## src/rtl/stopwatch_core.sv

```systemverilog
// stopwatch_core: BCD stopwatch counter with lap freeze and MM:SS radix.
// Feeds the seven-segment display with a registered packed digit bus.
module stopwatch_core #(
    parameter int NUM_DIGITS      = 4,
    parameter int TICKS_PER_COUNT = 2000,
    parameter int MMSS_MODE       = 1,
    parameter int WRAP            = 1
) (
    input  logic                    clk,
    input  logic                    reset,
    input  logic                    tick_in,
    input  logic                    btn_start,
    input  logic                    btn_lap,
    output logic [4*NUM_DIGITS-1:0] digit_data,
    output logic                    running,
    output logic                    lap_active,
    output logic                    overflow
);

    localparam int DW = 4 * NUM_DIGITS;
    localparam int PW = (TICKS_PER_COUNT > 1) ? $clog2(TICKS_PER_COUNT) : 1;
    localparam logic [PW-1:0] PMAX = PW'(TICKS_PER_COUNT - 1);

    typedef enum logic [1:0] {
        IDLE  = 2'd0,
        RUN   = 2'd1,
        PAUSE = 2'd2,
        LAP   = 2'd3
    } state_t;

    state_t        state_q, state_d;
    logic [DW-1:0] count_q, count_d;
    logic [DW-1:0] lap_q, lap_d;
    logic [DW-1:0] disp_q, disp_d;
    logic [PW-1:0] presc_q, presc_d;
    logic          ovf_q, ovf_d;
    logic          start_prev_q, start_prev_d;
    logic          lap_prev_q, lap_prev_d;

    logic [DW-1:0] inc_val;
    logic          carry;
    logic [3:0]    dig;
    logic [3:0]    dmax;
    logic          at_max;
    logic          start_press;
    logic          lap_press;
    logic          active;
    logic          step;

    assign start_press = btn_start & ~start_prev_q;
    assign lap_press   = btn_lap & ~lap_prev_q;
    assign active      = (state_q == RUN) || (state_q == LAP);
    assign step        = active & tick_in & (presc_q == PMAX);

    // Ripple BCD increment of the live count; carry-out flags the maximum value
    always_comb begin
        inc_val = count_q;
        carry   = 1'b1;
        dig     = 4'd0;
        dmax    = 4'd9;
        for (int i = 0; i < NUM_DIGITS; i++) begin
            dig  = count_q[4*i +: 4];
            dmax = (MMSS_MODE != 0 && (i == 1 || i == 3)) ? 4'd5 : 4'd9;
            if (carry) begin
                if (dig == dmax) begin
                    inc_val[4*i +: 4] = 4'd0;
                end else begin
                    inc_val[4*i +: 4] = dig + 4'd1;
                    carry             = 1'b0;
                end
            end
        end
        at_max = carry;
    end

    // Next-state, prescaler, count, lap capture and display selection
    always_comb begin
        state_d      = state_q;
        count_d      = count_q;
        lap_d        = lap_q;
        presc_d      = presc_q;
        ovf_d        = ovf_q;
        start_prev_d = btn_start;
        lap_prev_d   = btn_lap;
        disp_d       = (state_q == LAP) ? lap_q : count_q;

        if (active && tick_in) begin
            presc_d = (presc_q == PMAX) ? '0 : presc_q + PW'(1);
        end

        if (step) begin
            if (at_max) begin
                ovf_d = 1'b1;
            end
            if (!at_max || WRAP != 0) begin
                count_d = inc_val;
            end
        end

        unique case (state_q)
            IDLE: begin
                if (start_press) state_d = RUN;
            end
            RUN: begin
                if (start_press) begin
                    state_d = PAUSE;
                end else if (lap_press) begin
                    state_d = LAP;
                    lap_d   = count_q;
                end
            end
            LAP: begin
                if (start_press)    state_d = PAUSE;
                else if (lap_press) state_d = RUN;
            end
            PAUSE: begin
                if (start_press)    state_d = RUN;
                else if (lap_press) state_d = IDLE;
            end
            default: state_d = IDLE;
        endcase

        // Saturating overflow stops the watch regardless of any press
        if (step && at_max && WRAP == 0) begin
            state_d = PAUSE;
        end

        if (state_d == IDLE) begin
            count_d = '0;
            presc_d = '0;
            ovf_d   = 1'b0;
        end
    end

    // State and datapath registers with synchronous reset
    always_ff @(posedge clk) begin
        if (reset) begin
            state_q      <= IDLE;
            count_q      <= '0;
            lap_q        <= '0;
            disp_q       <= '0;
            presc_q      <= '0;
            ovf_q        <= 1'b0;
            start_prev_q <= 1'b1;
            lap_prev_q   <= 1'b1;
        end else begin
            state_q      <= state_d;
            count_q      <= count_d;
            lap_q        <= lap_d;
            disp_q       <= disp_d;
            presc_q      <= presc_d;
            ovf_q        <= ovf_d;
            start_prev_q <= start_prev_d;
            lap_prev_q   <= lap_prev_d;
        end
    end

    assign digit_data = disp_q;
    assign running    = (state_q == RUN) || (state_q == LAP);
    assign lap_active = (state_q == LAP);
    assign overflow   = ovf_q;

endmodule

```

## config.mk

```make
export PLATFORM = sky130hd
export DESIGN_NAME = stopwatch_core
export DESIGN_NICKNAME = d
export VERILOG_FILES = /design/src/rtl/stopwatch_core.sv
export SDC_FILE = /design/constraint.sdc
export NUM_CORES = 1
export LEC_CHECK = 0
export CAP_MARGIN = 20
export CORE_MARGIN = 3
export CORE_UTILIZATION = 30
export CTS_CLUSTER_DIAMETER = 40
export CTS_CLUSTER_SIZE = 12
export DETAILED_ROUTE_END_ITERATION = 8
export PLACE_DENSITY_LB_ADDON = 0.25
export RECOVER_POWER = 100
export SKIP_CTS_REPAIR_TIMING = 1
export SLEW_MARGIN = 10
export SYNTH_ARGS = -nofsm -noshare
export SYNTH_HDL_FRONTEND = slang
export SYNTH_SLANG_ARGS = --single-unit
```

## constraint.sdc

```tcl
create_clock -name clk -period 2.1 [get_ports clk]
set_input_delay 0.315 -clock clk [delete_from_list [all_inputs] [get_ports clk]]
set_output_delay 0.315 -clock clk [all_outputs]
set_load 0.01 [all_outputs]
```

* After elaboration in Yosys (flattened, before gate mapping)
Cells that the tools add are included.
** Storage, ports and cells
- Output and inout port bits :: 19
- Input bits :: 5
- Flip-flop bits (word level) :: 64
- Word-level logic and storage cells :: 62
** Cells by class
- $add $sub $neg :: 5
- Multiplexer cells :: 21
- Equal/unequal tests :: 8
- Bitwise operators :: 7
- Reduce and logical (&&, ||, !) cells :: 10
** Operators with widths (count)
- 4-bit by 1-bit adder with 4-bit output, second input constant :: 4
- 16-bit 2-to-1 mux :: 1
- 4-bit 2-to-1 mux :: 4
- 2-bit 2-to-1 mux :: 7
- 11-bit by 1-bit adder with 11-bit output, second input constant :: 1
- 11-bit == test, second input constant :: 1
- 11-bit 2-to-1 mux :: 1
- 4-bit by 3-bit == test with 1-bit output, second input constant :: 2
- 4-bit == test, second input constant :: 2
- 2-bit one-hot mux with 4 select lines :: 1
- 2-bit AND reduction :: 4
- 1-bit 2-to-1 mux :: 7
- 1-bit AND :: 4
- 2-bit == test, second input constant :: 2
- 2-bit logical NOT :: 2
- 1-bit NOT :: 3
- 3-bit AND reduction :: 1
- 2-bit by 1-bit == test with 1-bit output, second input constant :: 1
- 2-bit OR reduction :: 1
- 1-bit logical AND :: 1
- 1-bit logical OR :: 1

* Depth between registers and ports, before layout
- Word-level depth :: 7
- Mapped depth :: 7
- Mapped depth without buffers :: 5

* Worst setup path after synthesis
No wires, ideal clock.
- Kind :: reg-to-reg
- Start :: register presc_q[0]
- End :: register count_q[15]
- Arrival time :: 1687 ps
- Library setup time :: 71 ps
- Path slack :: 343 ps
- Required time :: 2029 ps
- Cell stages (with the launch flop) :: 7
- Buffers on the path :: 1
- Clock period less this slack :: 1757 ps
- Cells stage by stage :: dfxtp_1 ha_1 and4_2 nand4_4 buf_6 or4_1 a21oi_1
** Between the ends
- Longest elaborated chain between the ends :: 3
** Ends and longest elaborated chain
- from (decl) :: line 35 : logic [PW-1:0] presc_q, presc_d;
- from (signal assigned) :: line 151 : presc_q <= presc_d;
- 11-bit == test :: line 53 : assign step = active & tick_in & (presc_q == PMAX);
- 1-bit AND :: line 53
- 2-bit AND reduction (no line)
- to (signal assigned) :: line 148 : count_q <= count_d;
- to (decl) :: line 32 : logic [DW-1:0] count_q, count_d;
Every way passes these cells.
A chain may end at the register's enable or synchronous reset.

* Final worst setup path
- Start :: register state_q[0]
- End :: output lap_active
** Between the ends
- Longest elaborated chain between the ends :: 1
** Ends and longest elaborated chain
- from (decl) :: line 31 : state_t state_q, state_d;
- from (signal assigned) :: line 147 : state_q <= state_d;
- 2-bit == test :: line 160 : assign lap_active = (state_q == LAP);
- to (decl) :: line 16 : output logic lap_active,
Every way passes these cells.

==> flow_metrics.py <==
metrics = {
    "global_route": {
        "grt_first_pass_wirelength_um": 9949,
        "via_count_of_the_first_global_routing_pass": 2098,
        "antenna_found_initial": 0,
        "gr-total-overflow": 0,
        "globalRouteTotalUtil_pct": 12.43,
        "grt_max_degree": 37,
    },
    "setup_path": {
        "cp_max_stage_delay_ns": 0.53,
        "crit_chain": "buf_4, nand2_1, clkinv_1, clkdlybuf4s50_1",
        "slowest_stage": "clkdlybuf4s50_1",
        "crit_arrival_ns": 1.58,
        "worstPathRequired_ns": 1.78,
        "critical_path_maximum_fanout": 9,
        "start_kind": "flop",
        "crit_path_end_kind": "output port",
        "timing_worst_setup_path_type": "flop to output port",
    },
    "yosys": {
        "post_synth_edffs": 0,
        "area_fraction_in_compound_gates_after_synthesis_pct": 11.96,
        "synth_top_cell_area_share_pct": 47.67,
        "dominant_cell_type_by_area_after_synthesis": "dfxtp_1",
        "netlist_top_cells_area": "dfxtp_1 (48%), mux2i_1 (6.3%), a21oi_1 (6.1%)",
        "seq_total_area_yosys_pct": 47.67,
        "number_of_distinct_library_cell_variants_in_the_gate_level_netlist_after_synthesis": 41,
        "synth_xor_area_share_pct": 3.585,
        "post_synth_and_or_nand_nor_area_fraction_pct": 26.26,
        "postSynthRegisterBits": 64,
        "synth_top_family_by_area": "simple AND/OR/NAND/NOR gates",
        "synthesis.area_per_instance_um2": 8.754,
        "synth.top_cells.by_count": "dfxtp_1 (64), nand2_1 (44), a21oi_1 (33), nor2_1 (32), mux2i_1 (17)",
        "synth.most_common_cell": "dfxtp_1",
        "synth_nets": 313,
        "syn-instance-count": 307,
        "yosysWarningCount": 0,
        "post_synth_instance_area_mm2": 0.002688,
        "ys.flop_type": "dfxtp_1",
        "post_synth_fa_ha_maj_area_fraction_pct": 0.4655,
        "mux_share_of_post_synthesis_cell_area_pct": 6.331,
        "async_reset_ff_share_pct": 0,
    },
    "clocking": {
        "worst_setup_hold_path_clk_slew_ns": 0.07,
        "cts_tree": "yes",
        "cts.sink_count": 64,
        "tritoncts_buffers": 9,
        "clock-root-buffer": "clkbuf_8",
        "insertion_delay_ns": 0.34,
        "cts_max_path_buffers": 2,
        "htree_num_levels": 3,
    },
    "placed_design": {
        "placement.io_buffers": 23,
        "place_hpwl_um": 3977,
        "placed_cells": 433,
        "place_congestion": 0.7744,
    },
    "timing": {
        "fin_setup_tns_ns": 0,
        "timing_worst_slew_pin_value_ns": 0.6730,
        "finalSetupViolations": 0,
        "max_freq_mhz": 528.1,
        "setup_repair_after_global_routing_missed_its_margin": "no",
        "slew_headroom_pct": 55.13,
        "clock-skew-final_ns": 0.007785,
        "max_slew_violation_count": 0,
        "report.final.hold_viol_count": 0,
        "fin_crit_sh_pct": 90.17,
        "timing.final.crit_period_ns": 1.894,
    },
    "power_and_ir_drop": {
        "sequentialPowerShare_pct": 47.3,
        "total_power_mw": 2.578,
        "power_report.internal_total_mw": 2.061,
        "cellLeakagePower_nw": 1.230,
        "swShare_pct": 20.05,
        "portion_of_total_power_attributed_to_combinational_logic_pct": 2.4,
        "power.density_cell_area_mw_per_mm2": 779.8,
        "switching_power_uw": 516.7,
        "share_clk_of_total_power_pct": 50.3,
        "ir_worst_vdd_mv": 0.4026,
    },
    "floorplan": {
        "die_height_um": 100.7,
        "placement_rows": 33,
        "fp.dieW_um": 100.7,
        "ios": 24,
        "core_region_area_mm2": 0.008464,
        "design.die.area_mm2": 0.01013,
        "floorplan.initialDensity_pct": 31.75,
    },
    "route": {
        "remaining_drc_errors": 0,
        "routed_wl_um": 5668,
        "drt_iter0_drc": 54,
        "detail_route.wl_per_cell_um": 12.62,
        "antenna_left": 0,
        "route.vias.total": 2242,
        "viasPerCell": 4.993,
        "drt_pass1_iterations": 4,
    },
    "final_layout": {
        "num-nets-final": 345,
        "final_cell_count_no_fill": 449,
        "utilization_pct": 39.05,
        "layout-drive-gt1-share_pct": 9.593,
        "synthToLayoutAreaGrowth_pct": 23.00,
        "antenna-diode-count": 0,
        "n_fill_cell": 844,
    },
    "hold_path": {
        "worst_hold_check_path_type": "flop to flop",
    },
    "flow_run": {
        "maxCapViolations": 0,
    },
    "status": {
        "status": "finished, final reports clean",
    },
}
[per-layer routing]
metal  up-vias  share of wire [%]  GRT usage (%)
met5         -                  0              0
met2        34                 47          19.65
met4         0                1.4          4.560
met3         7                3.5          4.429
met1      1063                 48          15.55
li1       1138                  -              -
[state kept, by name, summed over array words and instances (netlist names)]
name,count
count_q,16
digit_data,16
lap_q,16
presc_q,11
state_q,2
lap_prev_q,1
overflow,1
start_prev_q,1
[placed cells by master, fill, tap and decap left out, types with 4 or more instances in the layout]
cell type      count
xnor2_1            8
a21oi_1           33
nor2_1            32
nand4_1            6
nand2b_1           5
dlygate4sd3_1     20
clkbuf_8          10
nand2_1           44
nand3_1           13
buf_4              7
mux2i_1           17
o31ai_1            8
or4_1              6
o21ai_0            4
clkbuf_1           6
nor3_1             4
nor2b_1            8
dfxtp_1           64
inv_1              5
[worst paths after layout]
check,depth (start not counted),start,slack [ns],to
max,4,state_q[0],0.21,lap_active
min,2,lap_q[12],0.44,digit_data[12]
max reg2reg,5,presc_q[0],0.21,count_q[12]
min reg2reg,2,lap_q[12],0.44,digit_data[12]
[kinds of logic (layout without fill, tap and decap cells)]
family | count (synthesis) | count (layout)
flip-flops | 64 | 64
XOR/XNOR | 11 | 11
multiplexers | 17 | 17
AO/OA/AOI/OAI | 54 | 54
AND/OR/NAND/NOR | 137 | 137
buffers and inverters | 23 | 60
adder cells (fa/ha/maj) | 1 | 1
[power by group through the flow]
stage          clock network, mW  logic, mW  registers (mW)
3_5_place_dp                   0     0.0653            1.25
5_1_grt                     1.39     0.0677            1.22
4_1_cts                     1.33     0.0650            1.22
2_1_floorplan                  0     0.0390            1.25
6_report                    1.30     0.0615            1.22
3_3_place_gp                   0     0.0644            1.25
[critical path: cells and delay by family (launching register included)]
kind                   cells  cell delay (ns)
buffers and inverters      3             0.78
flip-flops                 1             0.33
AND/OR/NAND/NOR            1             0.13
[layout make-up]
type                    count  area, um2  area share (%)
repair buffers             38      319.1           9.652
clock buffers              11      141.4           4.277
well taps                 105      131.4           3.974
clock inverters             5      103.9           3.142
inverters                   6      22.52          0.6813
flip-flops and latches     64       1281           38.76
multi-input cells         220       1306           39.52
[through the flow]
stage	worst slack [ns]	hold slack, ns	instance area [um2]
floorplan	0.3428	0.4216	2688
global placement	-0.02742	0.4429	3084
detailed placement	-0.06449	0.4453	3084
CTS	0.1611	0.4476	3329
global route	0.07001	0.4670	3306
finish	0.2064	0.4449	3306
(Power assumes the default switching activity.)
